File: src/rtl/dmem_arb_pkg.sv
// Shared types and constants for the data-memory arbiter.
package dmem_arb_pkg;

  localparam int DEF_ADDR_W = 5;
  localparam int DEF_DATA_W = 32;

  localparam logic PORT_CPU = 1'b0;
  localparam logic PORT_EXT = 1'b1;

  typedef enum logic [1:0] {
    ST_IDLE    = 2'd0,
    ST_GNT_CPU = 2'd1,
    ST_GNT_EXT = 2'd2
  } arb_state_e;

endpackage

File: src/rtl/dmem_arb_pick.sv
// Combinational winner select between the CPU and external ports.
// Define DMEM_ARB_CPU_PRIO_EN for fixed CPU priority; default is round-robin.
module dmem_arb_pick
  import dmem_arb_pkg::*;
(
  input  logic i_cpu_elig,
  input  logic i_ext_elig,
  input  logic i_last_grant,
  output logic o_valid,
  output logic o_winner
);

  logic w_tie_winner;

`ifdef DMEM_ARB_CPU_PRIO_EN
  logic w_unused_last;
  assign w_unused_last = i_last_grant;
  assign w_tie_winner  = PORT_CPU;
`else
  // On a tie, the port that did not win last time goes next.
  assign w_tie_winner = (i_last_grant == PORT_EXT) ? PORT_CPU : PORT_EXT;
`endif

  always_comb begin
    o_valid  = i_cpu_elig | i_ext_elig;
    o_winner = PORT_CPU;
    if (i_cpu_elig && i_ext_elig) begin
      o_winner = w_tie_winner;
    end else if (i_ext_elig) begin
      o_winner = PORT_EXT;
    end
  end

endmodule

File: src/rtl/dmem_arbiter.sv
// Two-port (CPU / external loader) arbiter for the single data-memory port.
// Round-robin by default; DMEM_ARB_CPU_PRIO_EN selects fixed CPU priority.
module dmem_arbiter
  import dmem_arb_pkg::*;
#(
  parameter int ADDR_W = DEF_ADDR_W,
  parameter int DATA_W = DEF_DATA_W
) (
  input  logic              clk,
  input  logic              reset,
  input  logic              cpu_req,
  input  logic              cpu_we,
  input  logic [ADDR_W-1:0] cpu_addr,
  input  logic [DATA_W-1:0] cpu_wdata,
  output logic              cpu_ack,
  output logic [DATA_W-1:0] cpu_rdata,
  output logic              cpu_stall,
  input  logic              ext_req,
  input  logic              ext_we,
  input  logic [ADDR_W-1:0] ext_addr,
  input  logic [DATA_W-1:0] ext_wdata,
  output logic              ext_ack,
  output logic [DATA_W-1:0] ext_rdata,
  output logic [ADDR_W-1:0] mem_addr,
  output logic [DATA_W-1:0] mem_wdata,
  output logic              mem_we,
  input  logic [DATA_W-1:0] mem_rdata
);

  arb_state_e        r_state;
  logic              r_last_grant;
  logic              r_cpu_ack;
  logic              r_ext_ack;
  logic [DATA_W-1:0] r_cpu_rdata;
  logic [DATA_W-1:0] r_ext_rdata;
  logic [ADDR_W-1:0] r_mem_addr;
  logic [DATA_W-1:0] r_mem_wdata;
  logic              r_mem_we;

  logic w_cpu_elig;
  logic w_ext_elig;
  logic w_valid;
  logic w_winner;

  // A port is masked in its own ack cycle so a held request is not re-granted.
  assign w_cpu_elig = cpu_req & ~r_cpu_ack;
  assign w_ext_elig = ext_req & ~r_ext_ack;

  dmem_arb_pick u_pick (
    .i_cpu_elig  (w_cpu_elig),
    .i_ext_elig  (w_ext_elig),
    .i_last_grant(r_last_grant),
    .o_valid     (w_valid),
    .o_winner    (w_winner)
  );

  // Memory-port registers are loaded on the edge entering a grant so they
  // are valid throughout the grant cycle; read data is captured on exit.
  always_ff @(posedge clk or posedge reset) begin
    if (reset) begin
      r_state      <= ST_IDLE;
      r_last_grant <= PORT_EXT;
      r_cpu_ack    <= 1'b0;
      r_ext_ack    <= 1'b0;
      r_cpu_rdata  <= '0;
      r_ext_rdata  <= '0;
      r_mem_addr   <= '0;
      r_mem_wdata  <= '0;
      r_mem_we     <= 1'b0;
    end else begin
      r_cpu_ack <= 1'b0;
      r_ext_ack <= 1'b0;
      case (r_state)
        ST_IDLE: begin
          if (w_valid) begin
            if (w_winner == PORT_EXT) begin
              r_mem_addr  <= ext_addr;
              r_mem_wdata <= ext_wdata;
              r_mem_we    <= ext_we;
              r_state     <= ST_GNT_EXT;
            end else begin
              r_mem_addr  <= cpu_addr;
              r_mem_wdata <= cpu_wdata;
              r_mem_we    <= cpu_we;
              r_state     <= ST_GNT_CPU;
            end
          end
        end
        ST_GNT_CPU: begin
          r_cpu_rdata  <= mem_rdata;
          r_cpu_ack    <= 1'b1;
          r_last_grant <= PORT_CPU;
          r_mem_addr   <= '0;
          r_mem_wdata  <= '0;
          r_mem_we     <= 1'b0;
          r_state      <= ST_IDLE;
        end
        ST_GNT_EXT: begin
          r_ext_rdata  <= mem_rdata;
          r_ext_ack    <= 1'b1;
          r_last_grant <= PORT_EXT;
          r_mem_addr   <= '0;
          r_mem_wdata  <= '0;
          r_mem_we     <= 1'b0;
          r_state      <= ST_IDLE;
        end
        default: begin
          r_mem_addr  <= '0;
          r_mem_wdata <= '0;
          r_mem_we    <= 1'b0;
          r_state     <= ST_IDLE;
        end
      endcase
    end
  end

  assign cpu_ack   = r_cpu_ack;
  assign ext_ack   = r_ext_ack;
  assign cpu_rdata = r_cpu_rdata;
  assign ext_rdata = r_ext_rdata;
  assign mem_addr  = r_mem_addr;
  assign mem_wdata = r_mem_wdata;
  assign mem_we    = r_mem_we;
  assign cpu_stall = cpu_req & ~r_cpu_ack;

endmodule

File: config.mk
export PLATFORM = sky130hd
export DESIGN_NAME = dmem_arbiter
export DESIGN_NICKNAME = d
export VERILOG_FILES = /design/src/rtl/dmem_arb_pkg.sv /design/src/rtl/dmem_arb_pick.sv /design/src/rtl/dmem_arbiter.sv
export SDC_FILE = /design/constraint.sdc
export NUM_CORES = 1
export LEC_CHECK = 0
export BUFFER_PORTS_ARGS = -buffer_cell sky130_fd_sc_hd__buf_2
export CORE_MARGIN = 5
export CORE_UTILIZATION = 40
export CTS_CLUSTER_SIZE = 40
export DETAILED_ROUTE_END_ITERATION = 8
export PLACE_DENSITY = 0.82
export SYNTH_ARGS = -nofsm -noshare
export SYNTH_HDL_FRONTEND = slang
export SYNTH_HIERARCHICAL = 1
export SYNTH_SLANG_ARGS = --single-unit
File: constraint.sdc
create_clock -name clk -period 5.9 [get_ports clk]
set_input_delay 0.59 -clock clk [delete_from_list [all_inputs] [get_ports clk]]
set_output_delay 0.59 -clock clk [all_outputs]
set_load 0.05 [all_outputs]
==> impl_metrics.py, run 1 <==
metrics = {
    "run_status": {
        "outcome": "complete, no violations",
    },
    "global_route": {
        "grt_pass1_wl_mm": 17.1,
        "grt_remaining_overflow": 0,
        "grt_pass1_vias": 3593,
        "grt_max_degree": 80,
        "grt_use_total_pct": 16.0,
        "antenna_found_initial": 0,
    },
    "placement": {
        "dp_hpwl_mm": 8.27,
        "dp_cells": 662,
        "portBuffers": 216,
        "gp_congestion": 0.791,
    },
    "clock_network": {
        "ctsResizeCount": 0,
        "post_cts_buffers": 0,
        "clk_pin_slew_ns": 0.09,
        "holdBufCountCts": 0,
        "clockRootBuffer": "clkbuf_8",
        "cts.path.max_buffers": 2,
        "cts_made_buffers": 9,
        "clock-sinks": 107,
        "cts_tree": "yes",
        "htree_levels": 3,
        "clkLatencyLatePin_ns": 0.35,
    },
    "logic_synthesis": {
        "synth_cell_types": 22,
        "yosysTopAreaCellShare_pct": 59.4,
        "syn_area_per_cell_sq_um": 13.6,
        "synth_top_cell_by_area": "dfrtp_1",
        "ys_seq_area_share_pct": 60.0,
        "ys_ff_latch": 107,
        "syn_nets": 445,
        "ys_warn_count": 6,
        "synth_edf_count": 0,
        "synthTopCellsByCount": "dfrtp_1, mux2_2, a21oi_1, mux2i_1, o21ai_0",
        "syn_inst": 328,
        "synth.top_cells.by_area": "dfrtp_1, mux2_2, mux2i_1",
        "syn_area_sq_um": 4470,
        "synthArstFlopShare_pct": 100,
        "synthFlopType": "dfrtp_1",
        "yosysMostFrequentCell": "dfrtp_1",
    },
    "floorplan": {
        "core.rowCount": 38,
        "num_io_pins": 217,
        "die_h_um": 116,
        "initial_utilization_pct": 41.0,
        "die-width_um": 116,
        "dieArea_sq_um": 13400,
        "core_sq_um": 10900,
    },
    "drt": {
        "via_count": 3379,
        "drt_iter0_markers": 149,
        "drt_first_pass_iters": 4,
        "drc": 0,
        "antenna_left": 0,
        "post_drt_wl_per_cell_um": 16.1,
        "route.final.wire_length_mm": 10.9,
        "viasPerCell": 4.99,
    },
    "critical_path": {
        "cp_slowest_cell": "or2_2",
        "cp_max_fo": 79,
        "cp-end-kind": "register",
        "crit_chain": "nor2b_1 -> or2_2 -> o21ai_0 -> a21oi_1",
        "arrival_ns": 2.48,
        "slowest_delay_ns": 0.94,
        "cp-start-kind": "register",
        "critPathKind": "reg -> reg",
        "worstPathRequired_ns": 6.18,
    },
    "timing": {
        "finalSetupTns_ns": 0,
        "fin_crit_ns": 2.21,
        "setup_viol": 0,
        "hold_violations": 0,
        "slew_viol_final": 0,
        "max_clock_freq_mhz": 453,
        "finalCritPeriodShare_pct": 37.4,
        "tightest_slew_ns": 1.15,
        "slew_headroom_pct": 23.4,
        "fin_skew_ns": 0.00916,
        "holdWs_ns": 0.247,
        "rsz0062_at_grt": "false",
    },
    "run": {
        "drv_cap": 0,
    },
    "hold_path": {
        "min_path_type": "in -> async",
    },
    "finish": {
        "area_growth_pct": 28.9,
        "diodes": 0,
        "multiInputGateArea_sq_um": 1620,
        "nets": 650,
        "fillers": 989,
        "fin_cells": 677,
        "regArea_sq_um": 2680,
        "drive_gt1_share_pct": 55.7,
    },
}
-- critical path, delay by kind of cell (launching register included) --
kind | cells | cell delay, ns
flip-flops | 1 | 0.41
AO/OA/AOI/OAI | 2 | 0.49
AND/OR/NAND/NOR | 2 | 1.22
-- final cells by class --
cell class              count  area share, %
repair buffers            220           19.3
clock buffers              10           2.22
clock inverters             5          0.543
multi-input cells         192           28.1
well taps                 140           3.04
flip-flops and latches    107           46.5
inverters                   3          0.239
-- metal layers --
layer | part of all wire, % | vias up | track usage [%]
li1 | - | 1577 | -
met1 | 38 | 1635 | 18.4
met2 | 50 | 150 | 27.6
met3 | 11 | 17 | 5.95
met4 | 1.6 | 0 | 5.18
met5 | 0 | - | 0
-- final timing paths --
| check | end | from | depth (start not counted) | slack (ns) |
|---|---|---|---|---|
| max | mem_wdata[17] | cpu_ack | 4 | 3.69 |
| min | mem_wdata[1] | reset | 2 | 0.25 |
| max reg2reg | mem_wdata[17] | cpu_ack | 4 | 3.69 |
| min reg2reg | cpu_rdata[31] | cpu_rdata[31] | 1 | 0.48 |
| max in group asynchronous | r_state[1] | reset | 3 | 4.39 |
| min in group clk | ext_rdata[28] | mem_rdata[28] | 2 | 0.46 |
-- cell usage in the layout, fill, tap and decap left out --
cell and n:
buf_2 216, dfrtp_1 106, mux2_2 61, mux2i_1 38, o21ai_0 38, a21oi_1 38
clkbuf_8 9, ha_1 5, mux2_1 4, buf_4 4, clkinv_2 3, inv_1 2
nor2b_1 2, nand2_1 1, o211a_1 1, inv_4 1, nand2b_1 1, a21boi_0 1
clkinvlp_4 1, clkinv_4 1, clkbuf_1 1, dfstp_2 1, or2_2 1, a21boi_4 1
-- kinds of logic (layout without fill, tap and decap cells) --
| logic type | count (synthesis) | count (layout) | synth area share [%] |
|---|---|---|---|
| multiplexers | 103 | 103 | 24.9 |
| AND/OR/NAND/NOR | 5 | 5 | 0.644 |
| adder cells (fa/ha/maj) | 5 | 5 | 1.40 |
| flip-flops | 107 | 107 | 60.0 |
| buffers and inverters | 29 | 238 | 3.98 |
| AO/OA/AOI/OAI | 79 | 79 | 9.08 |
-- through the flow --
stage	area (sq um)	worst slack (ns)	utilization [%]
final	5760	3.69	52.9
after global routing	5760	3.49	52.9
after CTS	5760	3.71	52.9
after detailed placement	5600	3.44	51.4
after global placement	5600	3.62	51.4
after floorplan	4470	2.49	-
-- flip-flops by register name, indices dropped and copies added, names as in the netlist --
signal	cells
cpu_ack	1
ext_ack	1
mem_we	1
mem_wdata	32
mem_addr	5
cpu_rdata	32
r_last_grant	1
ext_rdata	32
r_state	2
Power of run 1 is not shown: default switching activity piles up to over one toggle a cycle in this logic, so the estimate is an artifact.
==> run 2, diff against run 1 <==
--- a/config.mk
+++ b/config.mk
@@ -10,7 +10,7 @@
 export CORE_UTILIZATION = 40
 export CTS_CLUSTER_SIZE = 40
 export DETAILED_ROUTE_END_ITERATION = 8
-export PLACE_DENSITY = 0.82
+export PLACE_DENSITY = 0.85
 export SYNTH_ARGS = -nofsm -noshare
 export SYNTH_HDL_FRONTEND = slang
 export SYNTH_HIERARCHICAL = 1
==> constraint.sdc (replaced) <==
create_clock -name clk -period 1.8 [get_ports clk]
set_input_delay 0.18 -clock clk [delete_from_list [all_inputs] [get_ports clk]]
set_output_delay 0.18 -clock clk [all_outputs]
set_load 0.05 [all_outputs]
==> impl_metrics.py, run 2 (synthesis gave the netlist of run 1 again) <==
metrics = {
    "run_status": {
        "outcome": "complete, no violations",
    },
    "clock_network": {
        "cts.path.max_buffers": 2,
        "clkLatencyLatePin_ns": 0.36,
        "ctsResizeCount": 0,
        "clk_pin_slew_ns": 0.10,
        "clockRootBuffer": "clkbuf_8",
        "post_cts_buffers": 0,
        "htree_levels": 3,
        "cts_made_buffers": 9,
        "holdBufCountCts": 1,
        "cts_tree": "yes",
        "clock-sinks": 107,
    },
    "critical_path": {
        "cp-start-kind": "register",
        "r2r_setup_slack_ns": 0.24,
        "cp_slowest_cell": "dfrtp_1",
        "arrival_ns": 1.80,
        "worstPathRequired_ns": 2.04,
        "cp-startpoint": "r_state[1]",
        "critPathBufInv": 2,
        "critPathKind": "reg -> reg",
        "rr_endpoint": "cpu_rdata[4]",
        "r2r-start": "r_state[1]",
        "reg2reg_depth": 4,
        "cp-end-kind": "register",
        "crit_chain": "inv_1 -> ha_1 -> buf_12 -> mux2_2",
        "critical_path.top_delay_family": "flip-flops",
        "cp_max_fo": 31,
        "slowest_delay_ns": 0.43,
    },
    "drt": {
        "drt_iter0_markers": 136,
        "drc": 0,
        "drt_first_pass_iters": 6,
        "antenna_left": 0,
        "viasPerCell": 4.95,
        "route.final.wire_length_mm": 11.1,
        "post_drt_wl_per_cell_um": 16.3,
        "via_count": 3378,
    },
    "finish": {
        "final_common_cell": "buf_2",
        "fin_cells": 683,
        "diodes": 0,
        "area_growth_pct": 32.7,
        "regArea_sq_um": 2680,
        "drive_gt1_share_pct": 56.5,
        "nets": 655,
        "fillers": 942,
        "multiInputGateArea_sq_um": 1630,
        "final_cell_mix": "buf_2, dfrtp_1, mux2_2",
    },
    "hold_path": {
        "hp-start": "mem_rdata[31]",
        "min_path_type": "in -> reg",
        "hold-path-endpoint": "cpu_rdata[31]",
        "hold_depth": 2,
    },
    "timing": {
        "max_clock_freq_mhz": 642,
        "fin_crit_ns": 1.56,
        "holdWs_ns": 0.0527,
        "tightest_slew_ns": 0.552,
        "layout_setup_ws_ns": 0.243,
        "finalSetupTns_ns": 0,
        "rsz0062_at_grt": "false",
        "fin_skew_ns": 0.0117,
        "finalCritPeriodShare_pct": 86.5,
        "setup_viol": 0,
        "slew_viol_final": 0,
        "hold_violations": 0,
        "slew_headroom_pct": 63.2,
    },
    "global_route": {
        "grt_remaining_overflow": 0,
        "grt_use_total_pct": 16.3,
        "grt_pass1_wl_mm": 17.4,
        "antenna_found_initial": 0,
        "grt_max_degree": 108,
        "grt_pass1_vias": 3647,
    },
    "placement": {
        "portBuffers": 216,
        "dp_cells": 666,
        "place_ws_ns": 0.218,
        "gp_congestion": 0.762,
        "dp_hpwl_mm": 8.15,
    },
    "floorplan": {
        "die_h_um": 116,
        "num_io_pins": 217,
        "dieArea_sq_um": 13400,
        "core.rowCount": 38,
        "die-width_um": 116,
        "initial_utilization_pct": 41.0,
        "core_sq_um": 10900,
    },
    "run": {
        "drv_cap": 0,
    },
}
run 2: per-stage QoR:
stage | utilization (%) | area, sq um
4_1_cts | 54.4 | 5930
5_1_grt | 54.4 | 5930
6_report | 54.4 | 5930
3_5_place_dp | 52.5 | 5710
2_1_floorplan | - | 4480
3_3_place_gp | 52.5 | 5710
run 2: area by class of cell:
| type | instances | area share [%] |
|---|---|---|
| sequential | 107 | 45.2 |
| clock inverter | 7 | 1.31 |
| timing repair buffer | 225 | 20.7 |
| inverter | 3 | 0.253 |
| clock buffer | 9 | 2.09 |
| multi-input combinational | 192 | 27.5 |
| tap | 140 | 2.96 |
run 2: how the worst max path moves through the flow:
stage / endpoint / slack [ns] / cells after the start
after CTS: cpu_rdata[3] / 0.21 / 4
after floorplan: mem_addr[0] / 0.08 / 7
after detailed placement: cpu_rdata[20] / 0.22 / 4
after global routing: mem_wdata[13] / 0.11 / 5
final: cpu_rdata[4] / 0.24 / 4
after global placement: cpu_rdata[8] / 0.26 / 4
run 2: metal layers:
metal,GRT usage [%],wire [um]
met2,28.1,5490
met1,18.7,4270
met5,0,0
met4,6.50,187
met3,5.38,1160
Power of run 2 is left out for the same reason.
==> run 3, diff against run 2 <==
--- a/config.mk
+++ b/config.mk
@@ -6,11 +6,10 @@
 export NUM_CORES = 1
 export LEC_CHECK = 0
 export BUFFER_PORTS_ARGS = -buffer_cell sky130_fd_sc_hd__buf_2
-export CORE_MARGIN = 5
 export CORE_UTILIZATION = 40
 export CTS_CLUSTER_SIZE = 40
 export DETAILED_ROUTE_END_ITERATION = 8
-export PLACE_DENSITY = 0.85
+export PLACE_DENSITY = 0.74
 export SYNTH_ARGS = -nofsm -noshare
 export SYNTH_HDL_FRONTEND = slang
 export SYNTH_HIERARCHICAL = 1
==> impl_metrics.py, run 3 (synthesis gave the netlist of run 1 again) <==
metrics = {
    "run_status": {
        "outcome": "complete, no violations",
    },
    "drt": {
        "post_drt_wl_per_cell_um": 14.6,
        "route.final.wire_length_mm": 9.95,
        "antenna_left": 0,
        "via_count": 3359,
        "drc": 0,
        "drt_iter0_markers": 141,
        "viasPerCell": 4.93,
        "drt_first_pass_iters": 4,
    },
    "clock_network": {
        "clockRootBuffer": "clkbuf_8",
        "clock-sinks": 107,
        "htree_levels": 3,
        "cts.path.max_buffers": 2,
        "cts_tree": "yes",
        "clk_pin_slew_ns": 0.09,
        "post_cts_buffers": 0,
        "cts_made_buffers": 9,
        "clkLatencyLatePin_ns": 0.36,
    },
    "global_route": {
        "grt_remaining_overflow": 0,
        "grt_use_total_pct": 17.8,
        "grt_pass1_wl_mm": 16.0,
        "antenna_found_initial": 0,
        "grt_max_degree": 61,
        "grt_pass1_vias": 3512,
    },
    "floorplan": {
        "core_sq_um": 10800,
        "core.rowCount": 38,
        "initial_utilization_pct": 41.2,
        "die-width_um": 108,
        "dieArea_sq_um": 11600,
        "num_io_pins": 217,
        "die_h_um": 108,
    },
    "critical_path": {
        "cp-start-kind": "register",
        "critPathKind": "reg -> reg",
        "cp_max_fo": 38,
        "worstPathRequired_ns": 2.04,
        "arrival_ns": 1.74,
        "cp-end-kind": "register",
    },
    "finish": {
        "area_growth_pct": 32.0,
        "fillers": 932,
        "regArea_sq_um": 2680,
        "multiInputGateArea_sq_um": 1630,
        "drive_gt1_share_pct": 55.9,
        "nets": 654,
        "final_cell_mix": "buf_2, dfrtp_1, mux2_2",
        "diodes": 0,
        "final_common_cell": "buf_2",
    },
    "timing": {
        "slew_viol_final": 0,
        "fin_crit_ns": 1.51,
        "finalCritPeriodShare_pct": 83.7,
        "hold_violations": 0,
        "tightest_slew_ns": 0.600,
        "rsz0062_at_grt": "false",
        "fin_skew_ns": 0.0137,
        "slew_headroom_pct": 60.0,
        "finalSetupTns_ns": 0,
        "max_clock_freq_mhz": 663,
        "setup_viol": 0,
    },
    "run": {
        "drv_cap": 0,
    },
    "hold_path": {
        "min_path_type": "in -> reg",
    },
    "placement": {
        "dp_hpwl_mm": 7.23,
        "portBuffers": 216,
        "gp_congestion": 0.716,
    },
}
-- run 3: final timing paths --
kind	depth (start not counted)	slack, ns	start	to
min in group asynchronous	4	0.44	reset	ext_rdata[24]
hold reg to reg	1	0.49	ext_rdata[28]	ext_rdata[28]
max in group asynchronous	4	0.77	reset	cpu_ack
setup / recovery	5	0.29	ext_ack	mem_addr[0]
hold / removal	2	0.05	mem_rdata[31]	cpu_rdata[31]
setup reg to reg	5	0.29	ext_ack	mem_addr[0]
-- run 3: per-stage QoR --
stage               utilization (%)  area [sq um]  hold slack [ns]  std cells  setup WS, ns
floorplan                         -          4480            0.315        328        0.0836
global placement               52.5          5690            0.283        665         0.325
detailed placement             52.5          5690            0.293        665         0.207
CTS                            54.3          5890           0.0153        682         0.182
global route                   54.4          5890           0.0133        682         0.106
finish                         54.4          5890           0.0462        682         0.293
-- run 3: cell type report --
class	count	share of cell area, %
flip-flops and latches	107	45.5
multi-input cells	192	27.7
repair buffers	224	20.5
well taps	140	2.97
clock buffers	12	2.29
clock inverters	4	0.870
inverters	3	0.255
-- run 3: worst max-delay path, stage by stage, from the launching register on --
cell and delay, ns:
dfrtp_1 0.38, nor2b_1 0.15, a21boi_4 0.23, buf_12 0.28
mux2i_1 0.23, a21oi_1 0.09
-- run 3: timing repair --
item                                    4_1_cts  5_1_grt
endpoints found under the hold margin        59        0
endpoints found under the setup margin        0        1
resized for setup                             0        1
hold buffers                                  1        0
-- run 3: routing by layer --
layer	track usage, %	part of all wire, %	wire length [um]	up-vias
met5	0	0	0	-
met4	9.39	2.0	197	0
met3	5.57	9.3	921	16
met2	30.6	50	4950	143
met1	19.5	39	3880	1614
li1	-	-	-	1586
Power of run 3 is left out for the same reason.
